--- config.mk ---
export PLATFORM = sky130hd
export DESIGN_NAME = mem_play_arbiter
export DESIGN_NICKNAME = d
export VERILOG_FILES = /design/src/rtl/mem_play_arbiter.sv
export SDC_FILE = /design/constraint.sdc
export NUM_CORES = 1
export LEC_CHECK = 0
export BUFFER_PORTS_ARGS = -buffer_cell sky130_fd_sc_hd__clkbuf_2
export CORE_MARGIN = 5
export CORE_UTILIZATION = 55
export CTS_BUF_LIST = sky130_fd_sc_hd__clkbuf_4 sky130_fd_sc_hd__clkbuf_8
export DETAILED_ROUTE_END_ITERATION = 12
export PLACE_DENSITY = 0.81
export SYNTH_ARGS = -nofsm -noshare
export SYNTH_HDL_FRONTEND = slang
export SYNTH_SLANG_ARGS = --single-unit
--- constraint.sdc ---
create_clock -name clock_50Mhz -period 5.9 [get_ports clock_50Mhz]
set_input_delay 1.18 -clock clock_50Mhz [delete_from_list [all_inputs] [get_ports clock_50Mhz]]
set_output_delay 1.18 -clock clock_50Mhz [all_outputs]
set_load 0.01 [all_outputs]
--- src/rtl/mem_play_arbiter.sv ---
// 32x8 byte memory with one access slot per cycle shared between a host write
// port, a host read port and a bit-serial LED playback engine.
module mem_play_arbiter #(
  parameter int DEPTH    = 32,
  parameter int DW       = 8,
  parameter int TICK_DIV = 100_000_000
) (
  input  logic          clock_50Mhz,
  input  logic          reset,
  input  logic          wr_req,
  input  logic [4:0]    wr_addr,
  input  logic [DW-1:0] wr_data,
  output logic          wr_ack,
  input  logic          rd_req,
  input  logic [4:0]    rd_addr,
  output logic          rd_ack,
  output logic [DW-1:0] rd_data,
  input  logic          play_en,
  output logic          led,
  output logic          play_wrap,
  output logic          init_done
);
  localparam int AW = 5;
  localparam int BW = $clog2(DW);
  localparam int CW = (TICK_DIV > 1) ? $clog2(TICK_DIV) : 1;
  localparam logic [AW-1:0] LAST_ADDR = AW'(DEPTH - 1);
  localparam logic [BW-1:0] LAST_BIT  = BW'(DW - 1);
  localparam logic [CW-1:0] TICK_LAST = CW'(TICK_DIV - 1);

  typedef enum logic {ST_INIT, ST_RUN} state_t;
  typedef enum logic {HOST_WRITE, HOST_READ} host_t;

  state_t state, next_state;
  host_t  last_host;

  logic [DW-1:0] mem [DEPTH];
  logic [AW-1:0] init_addr, play_addr, mem_addr;
  logic [BW-1:0] bit_idx;
  logic [CW-1:0] tick_cnt;
  logic [DW-1:0] cur_byte, mem_wdata, mem_rdata;
  logic          fetch_pending, play_en_d, mem_we;
  logic          fetch_grant, wr_grant, rd_grant;
  logic          wr_elig, rd_elig;

  // A port whose ack is showing this cycle sits out one arbitration round.
  assign wr_elig = wr_req && !wr_ack;
  assign rd_elig = rd_req && !rd_ack;

  // NOTE: every output of a combinational block gets a default first;
  // a path that leaves one unassigned infers a latch.
  always_comb begin
    next_state  = state;
    fetch_grant = 1'b0;
    wr_grant    = 1'b0;
    rd_grant    = 1'b0;
    mem_we      = 1'b0;
    mem_addr    = rd_addr;
    mem_wdata   = wr_data;
    if (!reset) begin
      if (state == ST_INIT) begin
        mem_we    = 1'b1;
        mem_addr  = init_addr;
        mem_wdata = DW'(init_addr);
        if (init_addr == LAST_ADDR) next_state = ST_RUN;
      end else if (fetch_pending && play_en) begin
        fetch_grant = 1'b1;
        mem_addr    = play_addr;
      end else if (wr_elig && (!rd_elig || last_host == HOST_READ)) begin
        wr_grant = 1'b1;
        mem_we   = 1'b1;
        mem_addr = wr_addr;
      end else if (rd_elig) begin
        rd_grant = 1'b1;
      end
    end
  end

  assign mem_rdata = mem[mem_addr];

  // NOTE: the storage array has no reset branch; INIT rewrites every word,
  // and leaving reset off lets it map onto plain RAM.
  always_ff @(posedge clock_50Mhz) begin
    if (mem_we) mem[mem_addr] <= mem_wdata;
  end

  // NOTE: sequential state uses non-blocking assignments so every register
  // samples the pre-edge values regardless of statement order.
  always_ff @(posedge clock_50Mhz) begin
    if (reset) state <= ST_INIT;
    else       state <= next_state;
  end

  always_ff @(posedge clock_50Mhz) begin
    if (reset) begin
      init_addr     <= '0;
      init_done     <= 1'b0;
      wr_ack        <= 1'b0;
      rd_ack        <= 1'b0;
      rd_data       <= '0;
      last_host     <= HOST_READ;
      play_en_d     <= 1'b0;
      play_addr     <= '0;
      bit_idx       <= '0;
      tick_cnt      <= '0;
      fetch_pending <= 1'b0;
      cur_byte      <= '0;
      led           <= 1'b0;
      play_wrap     <= 1'b0;
    end else begin
      wr_ack    <= wr_grant;
      rd_ack    <= rd_grant;
      play_wrap <= 1'b0;
      if (rd_grant) rd_data <= mem_rdata;
      if (wr_grant)      last_host <= HOST_WRITE;
      else if (rd_grant) last_host <= HOST_READ;

      if (state == ST_INIT) begin
        init_addr <= init_addr + 1'b1;
        if (init_addr == LAST_ADDR) init_done <= 1'b1;
      end else begin
        play_en_d <= play_en;
        if (fetch_grant) begin
          cur_byte      <= mem_rdata;
          fetch_pending <= 1'b0;
        end
        if (!play_en) begin
          led           <= 1'b0;
          tick_cnt      <= '0;
          fetch_pending <= 1'b0;
        end else if (!play_en_d) begin
          play_addr     <= '0;
          bit_idx       <= '0;
          tick_cnt      <= '0;
          fetch_pending <= 1'b1;
        end else if (tick_cnt == TICK_LAST) begin
          // Bit 7 of the held byte is shown while the next byte is fetched.
          tick_cnt <= '0;
          led      <= cur_byte[bit_idx];
          bit_idx  <= bit_idx + 1'b1;
          if (bit_idx == LAST_BIT) begin
            play_addr     <= play_addr + 1'b1;
            fetch_pending <= 1'b1;
            if (play_addr == LAST_ADDR) play_wrap <= 1'b1;
          end
        end else begin
          tick_cnt <= tick_cnt + 1'b1;
        end
      end
    end
  end
endmodule

==> flow_summary_export.csv <==
group,metric,value,unit
status,status,"finished clean",
global_route,grt_start_max_net_pins,67,
cts,clk_pin_slew,0.06,ns
layout,area_growth,9.664,%
route,dr_wl_met2,14180,µm
timing,max_freq,0.2248,GHz
min_path,worstHoldEndpoint,"tick_cnt[16]$_SDFFE_PP0P_",
timing,min_period_over_period,75.40,%
timing,tns,0,ns
layout,finalNonFillerCells,1384,
die,die_w,167.3,µm
die,dieArea,27990,µm²
cts,cts.repair.resized,0,
route,wl_met3,2931,µm
cts,clk_latency,0.58,ns
critical_path,max_stage_delay,0.81,ns
synthesis,syn_inst,969,
critical_path,worstSetupStartpointType,"input port",
placement,place_inst,1294,
global_route,grt_overflow,0,
synthesis,synth_area_leaders,"edfxtp_1 (56%), dfxtp_1 (9.6%), mux2i_1 (9.3%)",
global_route,antenna_found_initial,0,
placement,finalWeightedCongestion,0.9401,
route,dr.pass1.iters,6,
power,power_density,305.6,nW/µm²
route,routedWlPerCell,22.19,µm
cts,hold_buffers,0,
route,routed_wl,30710,µm
die,initial_core_util,55.96,%
cts,cts_root_buf,"clkbuf_8",
power,p_switching,1.064,mW
timing,hold_viol,0,
placement,place_hpwl,19860,µm
global_route,grt_first_pass_wirelength,47910,µm
power,ir_drop,0.0001479,V
route,met1Wirelength,12700,µm
min_path,hold_depth,1,
layout,fillCellCount,1755,
route,postRouteAntennaNets,0,
die,ios,36,
synthesis,seq_area_frac_synth,66.05,%
layout,drive_above_1_share,16.32,%
route,topRoutingLayerUsed,"met4",
timing,setup_violations,0,
critical_path,ff2ff_path_depth,5,
global_route,grt_pass1_vias,8442,
min_path,holdCritStartpoint,"tick_cnt[16]$_SDFFE_PP0P_",
critical_path,worst-r2r-setup-slack,1.96,ns
timing,skew,0.02631,ns
critical_path,reg2reg_to,"mem[12][2]$_DFFE_PP_",
critical_path,worstSetupPathType,"input port to flop",
cts,post_cts_buffers,0,
critical_path,crit_buf_inv,3,
timing,relSlewSlack,22.83,%
synthesis,synth_cell_types,65,
critical_path,path_max_fanout,24,
placement,pre_cts_ws,0.9303,ns
timing,worst_pin_slew,1.155,ns
synthesis,ys.flop_type,"edfxtp_1",
cts,cts_buffers,49,
power,switching_share,23.34,%
critical_path,endpoint_kind,"flop",
synthesis,synth_edf_count,256,
layout,fin_area,14920,µm²
synthesis,syn_area,13610,µm²
critical_path,critPathTopFamily,"simple AND/OR/NAND/NOR gates",
timing,period_minus_slack,4.448,ns
layout,antenna_cells,0,
synthesis,ys_ff_latch,321,
synthesis,synth_most_common_cell,"edfxtp_1",
critical_path,cp.depth,7,
critical_path,crit_slowest_cell,"nor2_1",
min_path,hold_path_class,"flop to flop",
cts,cts.sinks,321,
global_route,grt_use_total,21.60,%
route,drt-initial-drc-count,1084,
placement,dpl_cell_area,13990,µm²
synthesis,async_flop_share,0,%
power,leakage,5.264,nW
timing,rsz0062_at_grt,"false",
die,num_rows,57,
critical_path,worstPathRequired,6.10,ns
die,core_area,24320,µm²
synthesis,synthTopCellsByCount,"edfxtp_1 (256), mux2i_1 (127), nor2_1 (85), dfxtp_1 (65), o22ai_1 (62)",
power,power.internal,3.497,mW
route,viasPerCell,6.228,
timing,fin_ws,1.452,ns
synthesis,syn-num-nets,999,
power,power.total,4.561,mW
power,pwr-share-seq,54.4,%
synthesis,ys_warn_count,0,
critical_path,crit_arrival,4.64,ns
critical_path,path_cells,"clkbuf_2, buf_4, inv_1, a32o_1, o221ai_2, nand3_1, nor2_1",
die,die_h,167.3,µm
route,dr_total_vias,8619,
power,power_frac_clock,38.0,%
cts,tritoncts,"built",
cts,cts_buffer_depth,3,
route,drc,0,
critical_path,r2r_start,"rd_ack$_SDFF_PP0_",
power,p_comb_share,7.6,%
cts,htree_levels,2,
synthesis,syn_avg_cell_area,14.04,µm²
placement,portBuffers,35,
synthesis,yosys.area.top_type,"edfxtp_1",
layout,num-nets-final,1051,
synthesis,synth_top_area_share,56.49,%
timing,finalMaxSlewViolations,0,
job,max_cap_violations,0,
[layout make-up]
class | count | area [µm²] | area share, %
Clock buffer | 68 | 829.5 | 5.559
Clock inverter | 22 | 103.9 | 0.6959
Inverter | 10 | 37.54 | 0.2515
Multi-Input combinational cell | 594 | 4283 | 28.70
Sequential cell | 321 | 8989 | 60.23
Tap cell | 324 | 405.4 | 2.717
Timing Repair Buffer | 45 | 275.3 | 1.845
[cell usage in the layout (no fill, tap or decap), types with 6 or more instances in the layout]
master and n:
and2_1 6, inv_1 10, a21o_1 8, a21oi_1 17, nor3_1 9, clkinv_1 16, a31oi_1 16, buf_4 8
nor2_1 84, ha_1 7, mux2i_1 127, clkbuf_4 17, edfxtp_1 256, o21ai_0 45, xor2_1 6, and3_1 18
mux2_2 6, clkbuf_8 51, nand4_1 16, nor4_2 14, nand3_1 15, dfxtp_1 65, o22ai_1 62, clkbuf_2 35
nand2_1 56, nand4_2 10, xnor2_1 6
[through the flow]
stage	utilization, %	hold WS, ns
finish	61.36	0.4920
global route	61.36	0.5306
CTS	61.36	0.4924
detailed placement	57.52	0.4781
global placement	57.52	0.4528
floorplan	-	0.4469
[power by group through the flow]
stage                     Sequential, mW  Combinational (mW)  Clock, mW
after global routing                2.48               0.363       1.86
after detailed placement            2.53               0.338          0
final                               2.48               0.347       1.73
after CTS                           2.48               0.340       1.76
after global placement              2.53               0.330          0
after floorplan                     2.53               0.246          0
[flip-flops by register name, indices dropped and copies added, names as in the netlist]
name           count
fetch_pending      1
wr_ack             1
led                1
play_addr          5
play_wrap          1
mem              256
bit_idx            3
last_host          1
state              1
play_en_d          1
init_done          1
tick_cnt          27
rd_data            8
rd_ack             1
cur_byte           8
init_addr          5
[how the worst max path moves through the flow]
stage          startpoint              endpoint  slack, ns
2_1_floorplan      rd_req  mem[10][0]$_DFFE_PP_       2.28
3_3_place_gp        reset  mem[16][7]$_DFFE_PP_       1.19
3_5_place_dp        reset  mem[12][3]$_DFFE_PP_       0.93
4_1_cts             reset  mem[12][3]$_DFFE_PP_       1.58
5_1_grt             reset  mem[12][2]$_DFFE_PP_       1.29
6_report            reset  mem[12][2]$_DFFE_PP_       1.45
[worst register-to-register path, cell delays in order (launching register included)]
cell and delay (ns):
dfxtp_1 0.36, or3b_1 0.47, a32o_1 0.46, o221ai_2 0.71
nand3_1 0.75, nor2_1 0.81
[per-layer routing]
| metal | GRT usage, % | up-vias |
|---|---|---|
| met5 | 0 | - |
| met4 | 7.869 | 0 |
| met3 | 4.526 | 63 |
| met2 | 33.45 | 478 |
| met1 | 30.53 | 4182 |
| li1 | - | 3896 |
[cell families (layout without fill, tap and decap cells)]
| family | count (synthesis) | count (layout) | share of synthesized area (%) |
|---|---|---|---|
| mux | 136 | 136 | 10.25 |
| fa+ha+maj | 7 | 7 | 0.6436 |
| xor+xnor | 12 | 12 | 0.7723 |
| buf+inv | 54 | 145 | 2.547 |
| flops | 321 | 321 | 66.05 |
| compound gates | 176 | 176 | 8.707 |
| simple gates | 263 | 263 | 11.02 |
No activity file was read; power rests on OpenSTA's default activity.
